<file path="src/rtl/downscale_pkg.sv">
// downscale_pkg: shared edge-mode encodings and default width for the trigger prescaler
package downscale_pkg;
  localparam logic [1:0] MODE_RISE = 2'b00;
  localparam logic [1:0] MODE_FALL = 2'b01;
  localparam logic [1:0] MODE_BOTH = 2'b10;
  localparam logic [1:0] MODE_OFF  = 2'b11;
  localparam int DATA_W_DEF = 16;
endpackage

</file>
<file path="src/rtl/downscale_ch.sv">
// downscale_ch: one prescaler channel (synchroniser, edge detect, Nth-edge counter); DOWNSCALE_MULTI_FIRST_EN fires on the first edge after reset/clr
module downscale_ch
  import downscale_pkg::*;
#(
  parameter int DATA_W      = DATA_W_DEF,
  parameter int SYNC_STAGES = 2
) (
  input  logic              clk,
  input  logic              rst,
  input  logic              din,
  input  logic [DATA_W-1:0] down,
  input  logic [1:0]        mode,
  input  logic              clr,
  output logic              dout
);
  logic [SYNC_STAGES-1:0] sync_q;
  logic                   prev_q;
  logic [DATA_W-1:0]      cnt_q;
  logic                   s;
  logic                   rise;
  logic                   fall;
  logic                   edge_det;
  logic                   fire;
  logic                   first;
  assign s = sync_q[SYNC_STAGES-1];
  // synchroniser chain and previous level; never gated by mode or clr so mode changes cannot invent edges
  always_ff @(posedge clk or posedge rst)
    if (rst) begin
      sync_q <= '0;
      prev_q <= 1'b0;
    end else begin
      sync_q <= {sync_q[SYNC_STAGES-2:0], din};
      prev_q <= s;
    end
  // selected edge and fire decision
  always_comb begin
    rise     = s & ~prev_q;
    fall     = ~s & prev_q;
    edge_det = mode == MODE_RISE ? rise :
               mode == MODE_FALL ? fall :
               mode == MODE_BOTH ? (rise | fall) : 1'b0;
    fire     = edge_det && (down != '0) && (first || cnt_q >= down - DATA_W'(1));
  end
`ifdef DOWNSCALE_MULTI_FIRST_EN
  logic first_q;
  assign first = first_q;
  // phase-align flag: armed by reset/clr, dropped on the first fire
  always_ff @(posedge clk or posedge rst)
    if (rst) first_q <= 1'b1;
    else if (clr) first_q <= 1'b1;
    else if (fire) first_q <= 1'b0;
`else
  assign first = 1'b0;
`endif
  // edge counter and registered pulse; clr beats a coinciding fire
  always_ff @(posedge clk or posedge rst)
    if (rst) begin
      cnt_q <= '0;
      dout  <= 1'b0;
    end else if (clr) begin
      cnt_q <= '0;
      dout  <= 1'b0;
    end else begin
      dout  <= fire;
      cnt_q <= fire ? '0 : (edge_det && down != '0) ? cnt_q + DATA_W'(1) : cnt_q;
    end
endmodule

</file>
<file path="src/rtl/downscale_multi.sv">
// downscale_multi: NCH-channel trigger prescaler top; optional DOWNSCALE_MULTI_FIRST_EN first-edge alignment
module downscale_multi
  import downscale_pkg::*;
#(
  parameter int NCH         = 4,
  parameter int DATA_W      = DATA_W_DEF,
  parameter int SYNC_STAGES = 2
) (
  input  logic                  clk,
  input  logic                  rst,
  input  logic [NCH-1:0]        din,
  input  logic [NCH*DATA_W-1:0] down,
  input  logic [2*NCH-1:0]      mode,
  input  logic                  clr,
  output logic [NCH-1:0]        dout
);
  for (genvar g = 0; g < NCH; g++) begin : g_ch
    downscale_ch #(.DATA_W(DATA_W), .SYNC_STAGES(SYNC_STAGES)) u_ch (
      .clk  (clk),
      .rst  (rst),
      .din  (din[g]),
      .down (down[g*DATA_W +: DATA_W]),
      .mode (mode[2*g +: 2]),
      .clr  (clr),
      .dout (dout[g])
    );
  end
endmodule

</file>
<file path="config.mk">
export PLATFORM = sky130hd
export DESIGN_NAME = downscale_multi
export DESIGN_NICKNAME = d
export VERILOG_FILES = /design/src/rtl/downscale_pkg.sv /design/src/rtl/downscale_ch.sv /design/src/rtl/downscale_multi.sv
export SDC_FILE = /design/constraint.sdc
export NUM_CORES = 1
export LEC_CHECK = 0
export ABC_AREA = 1
export CAP_MARGIN = 10
export CORE_MARGIN = 10
export CORE_UTILIZATION = 58
export CTS_CLUSTER_DIAMETER = 50
export CTS_CLUSTER_SIZE = 10
export DETAILED_ROUTE_END_ITERATION = 8
export MAX_ROUTING_LAYER = met4
export PLACE_DENSITY = 0.82
export SYNTH_ARGS = -nofsm -noshare
export SYNTH_HDL_FRONTEND = slang
export SYNTH_SLANG_ARGS = --single-unit
</file>
<file path="constraint.sdc">
create_clock -name clk -period 3.5 [get_ports clk]
set_clock_uncertainty 0.1 [all_clocks]
set_input_delay 1.05 -clock clk [delete_from_list [all_inputs] [get_ports clk]]
set_output_delay 1.05 -clock clk [all_outputs]
set_load 0.01 [all_outputs]
</file>
==> results of run 1 <==
## cell type report
| cell class | instances | share of cell area |
|---|---|---|
| clock inverters | 7 | 0.0109 |
| well taps | 172 | 0.0212 |
| flip-flops and latches | 80 | 0.197 |
| multi-input cells | 874 | 0.525 |
| diodes | 1 | 0.000247 |
| clock buffers | 9 | 0.0222 |
| repair buffers | 184 | 0.162 |
| inverters | 165 | 0.0612 |
## kinds of logic (layout without fill, tap and decap cells)
family                     after synthesis  in the layout  share of synthesized area
adders and majority gates               80             80                      0.131
xor gates and xnor gates                86             86                     0.0989
AOI/OAI and AO/OA                       50             51                     0.0361
DFF                                     80             80                      0.263
buffers and inverters                  179            365                     0.0941
and+or+nand+nor                        655            657                      0.377
other                                    0              1                          0
## per-stage QoR
step	setup TNS (ns)	setup slack [ns]	hold slack, ns	total power [W]
2_1_floorplan	0	0.181	0.231	0.00127
3_3_place_gp	-20.67	-0.451	0.233	0.00150
3_5_place_dp	-26.11	-0.636	0.236	0.00152
4_1_cts	0	0.000351	0.250	0.00258
5_1_grt	-2.94	-0.223	0.264	0.00274
6_report	-0.371	-0.0696	0.248	0.00261
## flip-flops by register name, indices dropped and copies added, names as in the netlist
signal,count
g_ch.u_ch.cnt_q,64
g_ch.u_ch.prev_q,4
g_ch.u_ch.sync_q,8
g_ch.u_ch.dout,4
## worst min-delay path by stage
stage                           start                endpoint  slack [ns]  cells past startpoint
6_report       g_ch[0].u_ch.sync_q[0]  g_ch[0].u_ch.sync_q[1]        0.25                      0
5_1_grt        g_ch[0].u_ch.sync_q[0]  g_ch[0].u_ch.sync_q[1]        0.26                      0
4_1_cts        g_ch[0].u_ch.sync_q[0]  g_ch[0].u_ch.sync_q[1]        0.25                      0
3_5_place_dp   g_ch[0].u_ch.sync_q[0]  g_ch[0].u_ch.sync_q[1]        0.24                      0
3_3_place_gp   g_ch[0].u_ch.sync_q[0]  g_ch[0].u_ch.sync_q[1]        0.23                      0
2_1_floorplan  g_ch[0].u_ch.sync_q[0]  g_ch[0].u_ch.sync_q[1]        0.23                      0
## power groups by stage
stage / clock network, W / logic (W) / registers (W)
detailed placement: 0 / 0.000524 / 0.000993
CTS: 0.00108 / 0.000529 / 0.000976
floorplan: 0 / 0.000286 / 0.000987
finish: 0.00107 / 0.000563 / 0.000977
global route: 0.00112 / 0.000634 / 0.000980
global placement: 0 / 0.000506 / 0.000992
## layout by cell type (no fill, tap or decap), types with 3 or more instances in the layout
cell / count
nand2_2: 15
nand4_1: 36
nor2_2: 31
xnor2_1: 28
nand2_1: 351
buf_4: 99
inv_1: 148
xor2_1: 58
clkinv_2: 5
a21oi_2: 11
nand3b_1: 4
nand3_2: 15
inv_2: 16
nor3_2: 9
nand2_4: 10
o21ai_1: 7
dlymetal6s2s_1: 14
nor2_1: 122
ha_4: 8
o21ai_0: 8
bufinv_16: 3
nor3_4: 5
nor2_4: 5
ha_1: 71
nand3_1: 34
nor3_1: 12
dfrtp_1: 80
clkbuf_16: 9
a21oi_1: 17
clkdlybuf4s50_1: 68
## routing by layer
metal,track usage,wire [µm],vias to the layer above
met1,0.254,8700,3490
li1,-,-,3916
met4,0.0466,243,0
met2,0.350,9820,199
met3,0.0274,712,26
met5,-,0,-
## repair_timing
item | in CTS | in global routing
gates cloned | 0 | 3
buffers inserted | 1 | 9
pin swaps | 1 | 53
endpoints found under the hold margin | 0 | 0
gates resized for setup | 10 | 105
endpoints found under the setup margin | 35 | 66
==> impl_metrics.json, run 1 <==
{
  "status": "finished, violations left",
  "violations": "setup timing",
  "power_frac_seq": 0.375,
  "min_period_over_period": 1.02,
  "swShare": 0.270,
  "crit_arrival_ns": 3.69,
  "yosys_register_bits": 80,
  "p_int_w": 0.00190,
  "hold_class": "reg2reg",
  "grt_pass1_wl_um": 31000,
  "dieWidth_um": 135,
  "die_h_um": 135,
  "port_buffers": 82,
  "ys_types": 34,
  "pwr_density_cell_nw_per_um2": 257,
  "cpPeakStageDelay_ns": 0.42,
  "place_inst": 1463,
  "syn_area_um2": 7620,
  "leakagePower_nw": 5.37,
  "place_congestion": 0.921,
  "grt_start_max_net_pins": 81,
  "synth_top_flop_cell": "dfrtp_1",
  "cp-end-kind": "register",
  "worst-setup-path-type": "in2reg",
  "max-cap-violations": 0,
  "grt_use_total": 0.205,
  "crit_path_end": "g_ch[3].u_ch.cnt_q[5]",
  "rr_worst_depth": 9,
  "fill_cells": 903,
  "netlist_instances": 1130,
  "yosys.area.top_type": "dfrtp_1",
  "regArea_um2": 2000,
  "peakVddDrop_v": 0.000220,
  "synth_edf_count": 0,
  "r2r-end": "g_ch[3].u_ch.cnt_q[5]",
  "fin_ws_ns": -0.0696,
  "drive_gt1_frac": 0.193,
  "die_area_um2": 18100,
  "cp-start-kind": "input pin",
  "fin_util": 0.797,
  "slowest_stage": "clkdlybuf4s50_1",
  "drt_iter0_drc": 496,
  "start_util": 0.599,
  "clkPwrFrac": 0.409,
  "area_growth_pct": 33.2,
  "final-hold-violation-count": 0,
  "htree_levels": 3,
  "rows": 41,
  "worstMarginPinSlew_ns": 0.429,
  "pin_count": 83,
  "path_max_fanout": 6,
  "routed_wl_um": 19500,
  "drc": 0,
  "wl_per_cell_um": 13.1,
  "cts.sinks": 80,
  "multiInputGateArea_um2": 5330,
  "clock_latency_ns": 0.34,
  "path_clk_slew_ns": 0.06,
  "slew_violations": 0,
  "syn_nets": 1289,
  "crit_buf_inv": 4,
  "yosysSeqAreaShare": 0.263,
  "hpwlAfterDp_um": 14400,
  "synth_most_common_cell": "nand2_1",
  "root_buffer": "clkbuf_16",
  "numCtsBuffers": 9,
  "synthTopCellsByCount": "nand2_1, inv_1, nor2_1, dfrtp_1, ha_1",
  "ant_nets": 0,
  "vias": 7631,
  "min_period_ns": 3.57,
  "pwr-share-comb": 0.216,
  "final_nets": 1473,
  "holdBufCountCts": 0,
  "cp_top_family": "simple AND/OR/NAND/NOR gates",
  "required_ns": 3.62,
  "core_um2": 12700,
  "fmax_mhz": 280,
  "cp-startpoint": "down[49]",
  "placed_area_um2": 9270,
  "rrSetupSlack_ns": 1.51,
  "ys_top_cells_by_area": "dfrtp_1, nand2_1, ha_1",
  "grt_antenna_before_repair": 0,
  "first_global_vias": 7047,
  "ys_warn_count": 0,
  "setup_violations": 7,
  "synth-async-reset-ratio": 1.00,
  "clk_path_buf_depth": 2,
  "syn_area_per_cell_um2": 6.74,
  "fin_area_um2": 10100,
  "power.switching_w": 0.000703,
  "netlist.area_leader.share": 0.263,
  "relSlewSlack": 0.714,
  "vias_per_cell": 5.11,
  "drtPass1Iterations": 5,
  "final-instance-count-excl-fill": 1492,
  "path_cells": "clkdlybuf4s50_1 -> inv_2 -> ha_4 -> nand4_1 -> nor3_2 -> nand2_1 -> nor2_1 -> xor2_1 -> inv_1 -> ha_4 -> nand2_4 -> nor3_4 -> nand2_1 -> nand4_1 -> buf_6 -> o21ai_0",
  "grt_overflow_total": 0,
  "reg2reg_from": "g_ch[3].u_ch.cnt_q[7]",
  "path_depth": 16,
  "cts_tree": "built"
}
Note: power is estimated with default switching activity, not from simulation.
==> run 2, diff against run 1 <==
- ABC_AREA: 1 -> not set
- CORE_UTILIZATION: 58 -> 57
- SLEW_MARGIN: not set -> 20
==> impl_metrics.json, run 2 <==
{
  "leakagePower_nw": 4.55,
  "reg2reg_from": "g_ch[3].u_ch.cnt_q[13]",
  "syn_area_per_cell_um2": 8.63,
  "place_inst": 1090,
  "violations": "setup timing",
  "cts_tree": "built",
  "worstMarginPinSlew_ns": 0.763,
  "cpPeakStageDelay_ns": 0.46,
  "htree_levels": 3,
  "die_h_um": 128,
  "yosys_register_bits": 80,
  "hpwlAfterDp_um": 14100,
  "top_regs": "g_ch.u_ch.cnt_q x64, g_ch.u_ch.sync_q x8",
  "grt_overflow_total": 0,
  "drt_iter0_drc": 1092,
  "cp_top_family": "simple AND/OR/NAND/NOR gates",
  "slew_violations": 0,
  "synth_xor_area_frac": 0.107,
  "grt_pass1_wl_um": 34300,
  "min_period_over_period": 1.33,
  "worstHoldStart": "g_ch[0].u_ch.sync_q[0]",
  "top_usage_layer": "met2",
  "yosys.area.top_type": "dfrtp_1",
  "yosys.area_share.adder": 0.151,
  "place_congestion": 0.905,
  "cts.sinks": 80,
  "drive_gt1_frac": 0.356,
  "status": "finished, violations left",
  "dieWidth_um": 128,
  "rsz0062_at_grt": "yes",
  "root_buffer": "clkbuf_16",
  "path_cells": "clkdlybuf4s15_2 -> or4_4 -> nor4_4 -> nand2b_4 -> or2_4 -> buf_6 -> nor2_4 -> xnor2_2 -> ha_1 -> nand4_1 -> nor3_4 -> o311ai_2 -> nand4b_1 -> buf_12 -> buf_8 -> nor3_2 -> a211o_1",
  "path_clk_slew_ns": 0.06,
  "synth_edf_count": 0,
  "mostFrequentLayoutCells": "buf_4, dfrtp_1, nand2_1",
  "pwr_density_cell_nw_per_um2": 266,
  "drtPass1Iterations": 6,
  "fin_area_um2": 10200,
  "final-hold-violation-count": 0,
  "slowest_stage": "or4_4",
  "synth_top_family_by_area": "simple AND/OR/NAND/NOR gates",
  "hold_class": "reg2reg",
  "syn_area_um2": 6610,
  "rows": 39,
  "timing.setup.tns_ns": -38.86,
  "grt_start_max_net_pins": 42,
  "yosys.area_share.simple": 0.257,
  "cp-end-kind": "register",
  "synth_top_flop_cell": "dfrtp_1",
  "area_growth_pct": 54.4,
  "fin_util": 0.898,
  "top_register": "g_ch.u_ch.cnt_q",
  "routed_wl_um": 27700,
  "max-cap-violations": 0,
  "final-instance-count-excl-fill": 1157,
  "crit_arrival_ns": 4.78,
  "ys_top_cells_by_area": "dfrtp_1, ha_1, xnor2_1",
  "start_util": 0.581,
  "largest_reg_flops": 64,
  "relSlewSlack": 0.490,
  "cp-startpoint": "down[53]",
  "grtUsageMet2": 0.437,
  "synth-async-reset-ratio": 1.00,
  "cp-start-kind": "input pin",
  "drc": 0,
  "synth_compound_area_frac": 0.141,
  "wl_per_cell_um": 23.9,
  "pin_count": 83,
  "crit_buf_inv": 4,
  "min_period_ns": 4.67,
  "vias": 7945,
  "worst-setup-path-type": "in2reg",
  "ant_nets": 0,
  "peakVddDrop_v": 0.000233,
  "clock_latency_ns": 0.34,
  "ys_warn_count": 0,
  "grt_use_total": 0.255,
  "vias_per_cell": 6.87,
  "clk_path_buf_depth": 2,
  "fmax_mhz": 214,
  "yosysSeqAreaShare": 0.303,
  "netlist.area_leader.share": 0.303,
  "core_um2": 11400,
  "diodes": 0,
  "final_nets": 1168,
  "fill_cells": 440,
  "ys_types": 65,
  "grt_util_met1": 0.293,
  "first_global_vias": 7372,
  "port_buffers": 82,
  "die_area_um2": 16300,
  "holdBufCountCts": 0,
  "netlist_instances": 766,
  "grt_antenna_before_repair": 0,
  "synth_most_common_cell": "nand2_1",
  "syn_nets": 925,
  "grtUsageMet3": 0.0409,
  "synthMuxAreaShare": 0.00625,
  "path_max_fanout": 6,
  "synthTopCellsByCount": "nand2_1, dfrtp_1, ha_1, nor2_1, xnor2_1",
  "numCtsBuffers": 9,
  "placed_area_um2": 8700,
  "final_common_cell": "buf_4",
  "whs_ns": 0.249,
  "fin_ws_ns": -1.17,
  "setup_violations": 68,
  "required_ns": 3.61
}
run 2: cell types whose count changed in the layout (fill, tap and decap cells not counted), sizes merged, moves of 20 or more:
cell,previous run,this run
nand2,376,85
buf,102,185
clkdlybuf4s50,68,45
inv,164,28
xor2,58,38
nand3,51,30
nand4,36,12
nor2,159,73
run 2: where the power goes:
group	switching [W]	internal [W]	total, W
registers	0.0000184	0.000940	0.000958
clock network	0.000408	0.000699	0.00111
logic	0.000340	0.000308	0.000648
total	0.000767	0.00195	0.00271
run 2: final cells by class:
cell class              count  area, µm²  area share
clock buffers               9        225      0.0221
clock inverters             7        120      0.0118
inverters                  30        119      0.0116
multi-input cells         637       5360       0.525
flip-flops and latches     80       2000       0.196
well taps                 143        179      0.0175
repair buffers            251       2210       0.216
run 2: repair_timing:
action	CTS	global route
gates cloned	3	2
buffers inserted	33	15
pin swaps	89	92
endpoints found under the setup margin	68	68
resized for setup	148	118
run 2: path summary, 6_finish.rpt:
| path | endpoint | depth (start not counted) | slack [ns] |
|---|---|---|---|
| worst max register to register | g_ch[3].u_ch.cnt_q[9] | 9 | 0.65 |
| min in group asynchronous | g_ch[2].u_ch.sync_q[1] | 2 | 1.03 |
| worst min-delay path | g_ch[0].u_ch.sync_q[1] | 0 | 0.25 |
| worst max-delay path | g_ch[3].u_ch.cnt_q[9] | 17 | -1.17 |
| worst min register to register | g_ch[0].u_ch.sync_q[1] | 0 | 0.25 |
| max in group asynchronous | g_ch[3].u_ch.cnt_q[14] | 3 | 1.59 |
run 2: cell families after synthesis:
logic type / Yosys count
simple gates: 336
compound gates: 133
xor+xnor: 81
fa+ha+maj: 80
flops: 80
buf+inv: 52
mux: 4
run 2: worst register-to-register path: cells and delay by family, from the launching register on:
| family | cells | cell delay [ns] |
|---|---|---|
| simple gates | 4 | 1.03 |
| buf+inv | 2 | 0.29 |
| flops | 1 | 0.46 |
| compound gates | 2 | 0.48 |
| fa+ha+maj | 1 | 0.37 |
run 2: layer usage:
metal  vias to the layer above  share of wire
met2                       667           0.48
met4                         0          0.072
met1                      3755           0.36
met5                         -              0
met3                       238          0.093
li1                       3285              -
run 2: per-stage QoR:
step,total power [W],worst slack [ns]
floorplan,0.00119,-0.770
global placement,0.00144,-1.28
detailed placement,0.00147,-1.48
CTS,0.00258,-0.927
global route,0.00278,-1.17
finish,0.00271,-1.17
